## src/rtl/pc_fetch_queue_if.sv

```systemverilog
// Instruction-memory fetch port shared by pc_fetch_queue (master) and the
// instruction ROM/bus (slave). Request/address hold until acknowledged.
interface pc_fetch_queue_if #(
    parameter int ADDR_W = 32,
    parameter int DATA_W = 32
);
    logic              imem_req;
    logic [ADDR_W-1:0] imem_addr;
    logic              imem_ack;
    logic [DATA_W-1:0] imem_rdata;

    modport master (
        output imem_req,
        output imem_addr,
        input  imem_ack,
        input  imem_rdata
    );

    modport slave (
        input  imem_req,
        input  imem_addr,
        output imem_ack,
        output imem_rdata
    );
endinterface

```

## src/rtl/pc_fetch_queue.sv

```systemverilog
// IF-stage PC generator with a DEPTH-entry {pc, instr} prefetch queue.
// One fetch outstanding at a time; flush/redirect empty the queue and retarget
// the PC, discarding the data of a request that is still in flight.
// Optional build macro PC_ALIGN_CHK_EN: a misaligned target pushes a single
// marker entry (if_excp_misalign=1) and halts fetching until the next
// flush/redirect. Without it, the target's low bits are cleared.
//
// state  | meaning
// S_IDLE | no request held; a new fetch may issue this cycle
// S_WAIT | request held on the bus, its data will be queued
// S_DROP | request held on the bus, its data will be discarded
module pc_fetch_queue #(
    parameter int              ADDR_W      = 32,
    parameter int              DATA_W      = 32,
    parameter int              DEPTH       = 4,
    parameter logic [ADDR_W-1:0] RESET_PC  = '0,
    parameter int              INSTR_BYTES = 4
) (
    input  logic                       clk,
    input  logic                       rst,
    input  logic [5:0]                 stall,
    input  logic                       flush,
    input  logic [ADDR_W-1:0]          flush_pc,
    input  logic                       redirect_valid,
    input  logic [ADDR_W-1:0]          redirect_pc,
    pc_fetch_queue_if.master           imem,
    output logic                       if_valid,
    output logic [ADDR_W-1:0]          if_pc,
    output logic [DATA_W-1:0]          if_instr,
    output logic                       if_excp_misalign,
    output logic [$clog2(DEPTH+1)-1:0] fq_count
);
    localparam int CNT_W = $clog2(DEPTH + 1);
    localparam int PTR_W = $clog2(DEPTH);
    localparam logic [CNT_W-1:0]  FULL_CNT   = CNT_W'(DEPTH);
    localparam logic [ADDR_W-1:0] PC_INC     = ADDR_W'(INSTR_BYTES);
    localparam logic [ADDR_W-1:0] ALIGN_MASK = ADDR_W'(INSTR_BYTES - 1);

    typedef enum logic [1:0] {S_IDLE, S_WAIT, S_DROP} fetch_state_t;

    fetch_state_t      state, state_nxt;
    logic [ADDR_W-1:0] fetch_pc;
    logic [ADDR_W-1:0] addr_q;
    logic              halted;
    logic [PTR_W-1:0]  rd_ptr, wr_ptr;
    logic [CNT_W-1:0]  count;

    logic [ADDR_W-1:0] pc_q     [DEPTH];
    logic [DATA_W-1:0] instr_q  [DEPTH];
    logic              mis_q    [DEPTH];

    logic              redir, ack, push, pop, load_mis, tgt_mis, held;
    logic [ADDR_W-1:0] target, tgt_use;
    logic              unused_stall;

    assign unused_stall = ^stall[5:1];

    // target selection, issue gating and queue handshake qualifiers
    always_comb begin
        redir    = flush | redirect_valid;
        target   = flush ? flush_pc : redirect_pc;
        tgt_mis  = |(target & ALIGN_MASK);
`ifdef PC_ALIGN_CHK_EN
        tgt_use  = target;
        load_mis = redir & tgt_mis;
`else
        tgt_use  = target & ~ALIGN_MASK;
        load_mis = 1'b0;
`endif
        held           = (state != S_IDLE);
        imem.imem_req  = rst & (held | (~halted & (count < FULL_CNT) & ~redir));
        imem.imem_addr = held ? addr_q : fetch_pc;
        ack            = imem.imem_ack & imem.imem_req;
        push           = ack & (state != S_DROP) & ~redir;
        if_valid       = (count != '0);
        pop            = if_valid & ~stall[0] & ~redir;
    end

    // fetch handshake state register
    always_ff @(posedge clk) begin
        if (!rst) state <= S_IDLE;
        else      state <= state_nxt;
    end

    // fetch handshake next state
    always_comb begin
        state_nxt = state;
        case (state)
            S_IDLE:  if (imem.imem_req && !ack) state_nxt = S_WAIT;
            S_WAIT:  if (ack) state_nxt = S_IDLE;
                     else if (redir) state_nxt = S_DROP;
            S_DROP:  if (ack) state_nxt = S_IDLE;
            default: state_nxt = S_IDLE;
        endcase
    end

    // PC sequencing, held address and queue pointers
    always_ff @(posedge clk) begin
        if (!rst) begin
            fetch_pc <= RESET_PC;
            addr_q   <= RESET_PC;
            halted   <= 1'b0;
            rd_ptr   <= '0;
            wr_ptr   <= '0;
            count    <= '0;
        end else begin
            if (imem.imem_req && state == S_IDLE) addr_q <= fetch_pc;
            if (redir) begin
                fetch_pc <= tgt_use;
                halted   <= load_mis;
                rd_ptr   <= '0;
                wr_ptr   <= load_mis ? PTR_W'(1) : '0;
                count    <= load_mis ? CNT_W'(1) : '0;
            end else begin
                if (push) begin
                    fetch_pc <= fetch_pc + PC_INC;
                    wr_ptr   <= wr_ptr + PTR_W'(1);
                end
                if (pop) rd_ptr <= rd_ptr + PTR_W'(1);
                count <= count + CNT_W'(push) - CNT_W'(pop);
            end
        end
    end

    // queue storage; the misalign marker always lands in slot 0 of an empty queue
    always_ff @(posedge clk) begin
        if (load_mis) begin
            pc_q[0]    <= target;
            instr_q[0] <= '0;
            mis_q[0]   <= 1'b1;
        end else if (push) begin
            pc_q[wr_ptr]    <= imem.imem_addr;
            instr_q[wr_ptr] <= imem.imem_rdata;
            mis_q[wr_ptr]   <= 1'b0;
        end
    end

    // head-of-queue outputs, zeroed when empty
    always_comb begin
        if_pc            = if_valid ? pc_q[rd_ptr] : '0;
        if_instr         = if_valid ? instr_q[rd_ptr] : '0;
        if_excp_misalign = if_valid & mis_q[rd_ptr];
        fq_count         = count;
    end
endmodule

```

## src/flat_wrapper.sv

```systemverilog
// flat-port wrapper written by rule: the top's interface ports become plain ports
module pc_fetch_queue_flat 
#(
    parameter int              ADDR_W      = 32,
    parameter int              DATA_W      = 32,
    parameter int              DEPTH       = 4,
    parameter logic [ADDR_W-1:0] RESET_PC  = '0,
    parameter int              INSTR_BYTES = 4
)
  (clk, rst, stall, flush, flush_pc, redirect_valid, redirect_pc, if_valid, if_pc, if_instr, if_excp_misalign, fq_count, imem_imem_req, imem_imem_addr, imem_imem_ack, imem_imem_rdata);
  pc_fetch_queue_if #(.ADDR_W(ADDR_W), .DATA_W(DATA_W)) imem_i ();
  input  logic clk;
  input  logic rst;
  input  logic [5:0] stall;
  input  logic flush;
  input  logic [ADDR_W-1:0] flush_pc;
  input  logic redirect_valid;
  input  logic [ADDR_W-1:0] redirect_pc;
  output logic if_valid;
  output logic [ADDR_W-1:0] if_pc;
  output logic [DATA_W-1:0] if_instr;
  output logic if_excp_misalign;
  output logic [$clog2(DEPTH+1)-1:0] fq_count;
  output wire logic [$bits(imem_i.imem_req)-1:0] imem_imem_req;
  output wire logic [$bits(imem_i.imem_addr)-1:0] imem_imem_addr;
  input wire logic [$bits(imem_i.imem_ack)-1:0] imem_imem_ack;
  input wire logic [$bits(imem_i.imem_rdata)-1:0] imem_imem_rdata;
  assign imem_imem_req = imem_i.imem_req;
  assign imem_imem_addr = imem_i.imem_addr;
  assign imem_i.imem_ack = imem_imem_ack;
  assign imem_i.imem_rdata = imem_imem_rdata;
  pc_fetch_queue #(.ADDR_W(ADDR_W), .DATA_W(DATA_W), .DEPTH(DEPTH), .RESET_PC(RESET_PC), .INSTR_BYTES(INSTR_BYTES)) u_core (.clk(clk), .rst(rst), .stall(stall), .flush(flush), .flush_pc(flush_pc), .redirect_valid(redirect_valid), .redirect_pc(redirect_pc), .imem(imem_i), .if_valid(if_valid), .if_pc(if_pc), .if_instr(if_instr), .if_excp_misalign(if_excp_misalign), .fq_count(fq_count));
endmodule
```

## config.mk

```make
export PLATFORM = sky130hd
export DESIGN_NAME = pc_fetch_queue_flat
export DESIGN_NICKNAME = d
export VERILOG_FILES = /design/src/rtl/pc_fetch_queue_if.sv /design/src/rtl/pc_fetch_queue.sv /design/src/flat_wrapper.sv
export SDC_FILE = /design/constraint.sdc
export NUM_CORES = 1
export LEC_CHECK = 0
export CELL_PAD_IN_SITES_DETAIL_PLACEMENT = 2
export CELL_PAD_IN_SITES_GLOBAL_PLACEMENT = 2
export CORE_ASPECT_RATIO = 1.75
export CORE_MARGIN = 4
export CORE_UTILIZATION = 35
export DETAILED_ROUTE_END_ITERATION = 8
export GPL_TIMING_DRIVEN = 0
export MAX_ROUTING_LAYER = met4
export PLACE_DENSITY_LB_ADDON = 0.1
export SLEW_MARGIN = 20
export SYNTH_ARGS = -nofsm -noshare
export SYNTH_HDL_FRONTEND = slang
export SYNTH_SLANG_ARGS = --single-unit
```

## constraint.sdc

```tcl
create_clock -name clk -period 10.1 [get_ports clk]
set_clock_uncertainty 0.05 [all_clocks]
set_input_delay 2.02 -clock clk [delete_from_list [all_inputs] [get_ports clk]]
set_output_delay 2.02 -clock clk [all_outputs]
set_load 0.03 [all_outputs]
```

==> results.md, run 1 <==
- Relative slew margins: 25.8%
- Num CTS Buffers: 29
- Fill count: 3,672
- Most common cell after layout, fill and taps aside: edfxtp_1
- Synthesized area: 0.0134 mm^2
- Met3 GRT Util: 1.73%
- Remaining DRCs: 0
- Pre-CTS WS: 3650 ps
- Syn Area/Cell: 14.9 um^2
- Rows: 94
- Leak: 5.41 nW
- Layout cells sized above 1: 16.3%
- Clock Root Buffer: clkbuf_16
- Logic gate share of total power: 7.3%
- CP bufs+invs: 4
- Full die area: 0.0417 mm^2
- Most crowded layer after global routing: met2
- Resized Gates After CTS: 0
- CP most frequent cell: clkdlybuf4s50_1
- PwrDens: 163 mW/mm^2
- N_diodes: 0
- Vias in the first global route: 9,612
- Setup TNS: 0 ps
- Initial core utilization: 35.6%
- Critical path type: input pin to output pin
- All-Layer GR Usage: 19.4%
- Hold path start: u_core.addr_q[28]
- Grt total ovfl: 0
- Clock Pin Slew Worst Setup and Hold Paths: 60 ps
- Post-CTS Setup Repair Bufs: 0
- P_int: 2.18 mW
- Initial antenna violation count: 0
- Synth Instances: 901
- Tightest Hold Check Type: flop to flop
- Post-synthesis sequential area ratio: 66.0%
- Drt wl/cell: 24.1 um
- Power share of the clock group: 40.7%
- Clock Path Buffers: 3
- Vias per cell: 5.26
- CP Cell Sequence: clkdlybuf4s50_1 > buf_2 > clkbuf_1 > or3_1 > a21oi_1 > clkdlybuf4s50_1
- Final Hold Viols: 0
- Switch Pwr: 608 uW
- Sink Count: 319
- Hold Slack: 404 ps
- Pins Over Slew Limit: 0
- Post-synth EDFFs: 248
- Synthesis-stage register bit count: 319
- Data required, critical path: 8030 ps
- Die H: 267 um
- P&R area growth vs syn: 27.4%
- Via Count: 8,608
- Chip Width: 156 um
- Worst Tran Pin Value: 1110 ps
- Setup crit start: redirect_valid
- Port Buffers: 193
- Main synth FF type: edfxtp_1
- Yosys warnings: 0
- Commonest non-fill, non-tap cells in the layout: 248 x edfxtp_1, 193 x clkdlybuf4s50_1, 85 x nand2_1
- Routed WL: 39.4 mm
- Peak supply drop: 0.0000850 V
- # Max-Cap Violations: 0
- Met2 Track Usage GR: 36.5%
- Utilization after layout: 45.3%
- DR pass1 iterations: 4
- CP arrival: 4370 ps
- First-pass GRT wire length: 59.5 mm
- Crit path max-delay family: buffers and inverters
- Crit-path max cell delay: 720 ps
- IO Pins: 209
- Synth async-reset ratio: 0%
- Switching share of total power: 21.8%
- CTS tree: done
- Critical Path Start Type: input pin
- DP HPWL: 28.7 mm
- Sequential power share: 52.0%
- Hold Buf Count CTS: 0
- CP max-delay cell: clkdlybuf4s50_1
- R2r setup slk: 6960 ps
- Min cycle time layout: 6440 ps
- Antenna Nets Post-Route: 0
- Final Cycle Share: 63.8%
- GR met1 Demand/Resource: 20.9%
- GP Congestion: 0.854
- Max FO, Critical Path: 10
- Final net count: 1,249
- Worst reg2reg startpoint: u_core.fq_count[2]
- Crit. End Element: output pin
- Clk_lat worst skew: 560 ps
- DP Area: 0.0161 mm^2
- DRT iter0 DRCs: 315
- Final setup vio count: 0
- H-Tree Depth: 1
- Status: finished, final reports clean
- Final instance area: 0.0171 mm^2
- Netlist cell types: 67
- RSZ-0062 raised after global routing: no
- Setup ws final: 3660 ps
- Largest net degree at the start of global routing: 42
- Fmax: 0.155 GHz
- Core Area: 0.0378 mm^2
flip-flops by register name, indices dropped and copies added (netlist names), named ones only:
name and flops:
u_core.addr_q 30, u_core.fetch_pc 30, u_core.fq_count 3, u_core.instr_q 128, u_core.pc_q 120, u_core.rd_ptr 2, u_core.state 2, u_core.wr_ptr 2
final timing paths:
path,end,depth (start not counted)
worst max-delay path,imem_imem_req,6
worst min-delay path,u_core.addr_q[28],2
worst max register to register,u_core.fq_count[2],10
worst min register to register,u_core.addr_q[28],2
worst reg2reg max path, delay by kind of cell, from the launching register on:
kind,cells,cell delay [ps]
flip-flops,1,350
XOR/XNOR,2,340
buffers and inverters,2,450
adder cells (fa/ha/maj),3,790
AND/OR/NAND/NOR,3,1030
final cells by class:
| class | count | area [um^2] | share of cell area (%) |
|---|---|---|---|
| clock buffer | 37 | 838 | 4.90 |
| sequential | 319 | 8870 | 51.8 |
| timing repair buffer | 198 | 2050 | 12.0 |
| inverter | 14 | 52.6 | 0.307 |
| buffer | 65 | 300 | 1.75 |
| clock inverter | 16 | 158 | 0.921 |
| multi-input combinational | 507 | 4250 | 24.8 |
| tap | 480 | 601 | 3.51 |
per-layer routing:
layer | part of all wire, % | wire, um
met1 | 36 | 14200
met2 | 57 | 22300
met3 | 3.3 | 1280
met4 | 3.9 | 1550
met5 | 0 | 0
power groups by stage:
stage / Clock [mW] / Sequential, mW / Combinational, mW
detailed placement: 0 / 1.48 / 0.206
finish: 1.14 / 1.45 / 0.203
CTS: 1.17 / 1.45 / 0.207
floorplan: 0 / 1.47 / 0.100
global route: 1.23 / 1.45 / 0.219
global placement: 0 / 1.48 / 0.200
synth_stat cells, types with 3 or more instances:
master | count | area share (%)
ha_1 | 7 | 0.65
o221ai_1 | 5 | 0.33
and3_1 | 6 | 0.28
clkbuf_1 | 38 | 1.1
a21boi_0 | 3 | 0.17
nor2b_1 | 64 | 3.0
edfxtp_1 | 248 | 55
a21oi_1 | 50 | 1.9
xor2_1 | 7 | 0.46
or3_1 | 3 | 0.14
and2_1 | 8 | 0.37
nor2_1 | 27 | 0.75
mux4_2 | 62 | 10
o32ai_1 | 3 | 0.20
dfxtp_1 | 71 | 11
nor3_1 | 10 | 0.37
o21ai_0 | 15 | 0.56
inv_1 | 13 | 0.36
mux2i_1 | 7 | 0.52
a211oi_1 | 5 | 0.28
nand2_1 | 85 | 2.4
mux2_2 | 30 | 2.5
xnor2_1 | 7 | 0.46
nand3_1 | 15 | 0.56
buf_2 | 18 | 0.67
nand4_1 | 9 | 0.42
nor4_1 | 11 | 0.51
buf_4 | 7 | 0.39
o22ai_1 | 7 | 0.33
a22oi_1 | 11 | 0.61
a221oi_1 | 3 | 0.20
cell families after synthesis:
| family | share of synthesized area, % |
|---|---|
| buffers and inverters | 2.63 |
| adder cells (fa/ha/maj) | 0.801 |
| multiplexers | 13.4 |
| XOR/XNOR | 0.913 |
| flip-flops | 66.0 |
| AO/OA/AOI/OAI | 6.23 |
| other | 0.0279 |
| AND/OR/NAND/NOR | 9.97 |
through the flow:
| step | cells | power, mW |
|---|---|---|
| 2_1_floorplan | 905 | 1.57 |
| 3_3_place_gp | 1578 | 1.68 |
| 3_5_place_dp | 1583 | 1.69 |
| 4_1_cts | 1636 | 2.83 |
| 5_1_grt | 1636 | 2.90 |
| 6_report | 1636 | 2.79 |
(Power assumes the default switching activity.)
==> inputs of run 2 (changes only) <==
--- a/config.mk
+++ b/config.mk
@@ -9,7 +9,7 @@
 export CELL_PAD_IN_SITES_GLOBAL_PLACEMENT = 2
 export CORE_ASPECT_RATIO = 1.75
 export CORE_MARGIN = 4
-export CORE_UTILIZATION = 35
+export CORE_UTILIZATION = 34
 export DETAILED_ROUTE_END_ITERATION = 8
 export GPL_TIMING_DRIVEN = 0
 export MAX_ROUTING_LAYER = met4
==> constraint.sdc (replaced) <==
create_clock -name clk -period 5.9 [get_ports clk]
set_clock_uncertainty 0.05 [all_clocks]
set_input_delay 1.18 -clock clk [delete_from_list [all_inputs] [get_ports clk]]
set_output_delay 1.18 -clock clk [all_outputs]
set_load 0.03 [all_outputs]
==> results.md, run 2 (same netlist as run 1, synthesis figures left out) <==
- Status: finished, final reports clean
- Final instance area: 0.0171 mm^2
- Sink Count: 319
- Layout cells sized above 1: 16.2%
- DP Area: 0.0161 mm^2
- Pre-CTS WS: 1140 ps
- Vias in the first global route: 9,570
- Area of the multi-input gates: 0.00425 mm^2
- Post-CTS Setup Repair Bufs: 0
- PwrDens: 281 mW/mm^2
- Total Power: 4.82 mW
- Core Area: 0.0392 mm^2
- Final net count: 1,251
- Tightest Hold Check Type: flop to flop
- Crit path max-delay family: buffers and inverters
- Initial core utilization: 34.3%
- Placed Instances: 1,593
- Utilization after layout: 43.8%
- Drt wl/cell: 24.0 um
- Critical Path Start Type: input pin
- Most common cell after layout, fill and taps aside: edfxtp_1
- Remaining DRCs: 0
- Min cycle time layout: 4770 ps
- CP bufs+invs: 4
- Pins Over Slew Limit: 0
- Critical path type: input pin to output pin
- Biggest regs: u_core.instr_q (128), u_core.pc_q (120)
- Clock Path Buffers: 3
- Largest net degree at the start of global routing: 43
- N_diodes: 0
- Port Buffers: 193
- GP Congestion: 0.814
- H-Tree Depth: 1
- Max reg flops: 128
- CP Cell Sequence: clkdlybuf4s50_1 > buf_2 > clkbuf_1 > or3_1 > a21oi_1 > clkdlybuf4s50_1
- Setup TNS: 0 ps
- Vias per cell: 5.20
- Die H: 271 um
- All-Layer GR Usage: 18.8%
- Register area: 0.00887 mm^2
- Chip Width: 158 um
- Fill count: 3,857
- DR pass1 iterations: 5
- Antenna Nets Post-Route: 0
- IO Pins: 209
- RSZ-0062 raised after global routing: no
- Max FO, Critical Path: 10
- Peak supply drop: 0.000185 V
- CP arrival: 3540 ps
- Worst Tran Pin Value: 1040 ps
- DP HPWL: 28.9 mm
- Hold Buf Count CTS: 0
- Crit-path max cell delay: 700 ps
- Leak: 5.41 nW
- First-pass GRT wire length: 59.3 mm
- Final Cycle Share: 80.9%
- Commonest non-fill, non-tap cells in the layout: 248 x edfxtp_1, 193 x clkdlybuf4s50_1, 85 x nand2_1
- Initial antenna violation count: 0
- Clk_lat worst skew: 560 ps
- P&R area growth vs syn: 27.5%
- Most flop-heavy register: u_core.instr_q
- Final Hold Viols: 0
- Via Count: 8,572
- Routed WL: 39.6 mm
- # Max-Cap Violations: 0
- Crit. End Element: output pin
- Grt total ovfl: 0
- Finished Layout Cells: 1,650
- Resized Gates After CTS: 0
- CP max-delay cell: clkdlybuf4s50_1
- CTS tree: done
- Clock Root Buffer: clkbuf_16
- Final setup vio count: 0
- Full die area: 0.0429 mm^2
- CP most frequent cell: clkdlybuf4s50_1
- Rows: 96
- Hold Slack: 405 ps
- Fmax: 0.209 GHz
- Num CTS Buffers: 31
- Data required, critical path: 4670 ps
- Setup ws final: 1130 ps
- DRT iter0 DRCs: 363
- Clock Pin Slew Worst Setup and Hold Paths: 60 ps
- Relative slew margins: 30.6%
run 2: worst paths after layout:
kind	start	endpoint	slack (ps)	cells past startpoint
worst max-delay path	redirect_valid	imem_imem_req	1130	6
worst min register to register	u_core.addr_q[19]	u_core.addr_q[19]	410	2
worst max register to register	u_core.fq_count[2]	u_core.fq_count[2]	2630	10
worst min-delay path	u_core.addr_q[19]	u_core.addr_q[19]	410	2
run 2: final cells by class:
class,instances,area share [%]
flip-flops and latches,319,51.8
clock inverters,10,0.767
repair buffers,198,11.9
plain buffers,65,1.75
multi-input cells,507,24.8
clock buffers,47,5.17
inverters,14,0.307
well taps,490,3.58
run 2: worst register-to-register path, delay by kind of cell (launching register included):
family	cells	cell delay [ps]
and+or+nand+nor	3	1090
buffers and inverters	2	510
DFF	1	350
adders and majority gates	3	820
xor gates and xnor gates	2	340
run 2: report_power, final:
group          switching, mW  internal, mW  total [mW]
Combinational          0.195         0.153       0.348
Sequential            0.0294          2.45        2.48
Clock                  0.821          1.16        1.98
Total                   1.05          3.77        4.82
run 2: layer usage:
metal	vias to the layer above	share of wire [%]	global-route usage [%]
li1	3928	-	-
met2	214	57	36.0
met4	0	3.2	6.00
met5	-	0	-
met3	62	3.5	2.08
met1	4368	36	19.7
==> inputs of run 3 (changes only) <==
--- a/config.mk
+++ b/config.mk
@@ -9,7 +9,7 @@
 export CELL_PAD_IN_SITES_GLOBAL_PLACEMENT = 2
 export CORE_ASPECT_RATIO = 1.75
 export CORE_MARGIN = 4
-export CORE_UTILIZATION = 34
+export CORE_UTILIZATION = 35
 export DETAILED_ROUTE_END_ITERATION = 8
 export GPL_TIMING_DRIVEN = 0
 export MAX_ROUTING_LAYER = met4
==> constraint.sdc (replaced) <==
create_clock -name clk -period 4.8 [get_ports clk]
set_clock_uncertainty 0.05 [all_clocks]
set_input_delay 0.96 -clock clk [delete_from_list [all_inputs] [get_ports clk]]
set_output_delay 0.96 -clock clk [all_outputs]
set_load 0.03 [all_outputs]
==> results of run 3 <==
The final DEF is identical to that of run 1. Status: finished, final reports clean.
Main changes from that run: setup slack after placement 3650 ps -> 465 ps; setup slack after layout 3660 ps -> 478 ps; register-to-register setup slack 6960 ps -> 1660 ps; total power 2.79 mW -> 5.87 mW; worst IR drop on VDD 0.0000850 V -> 0.000179 V
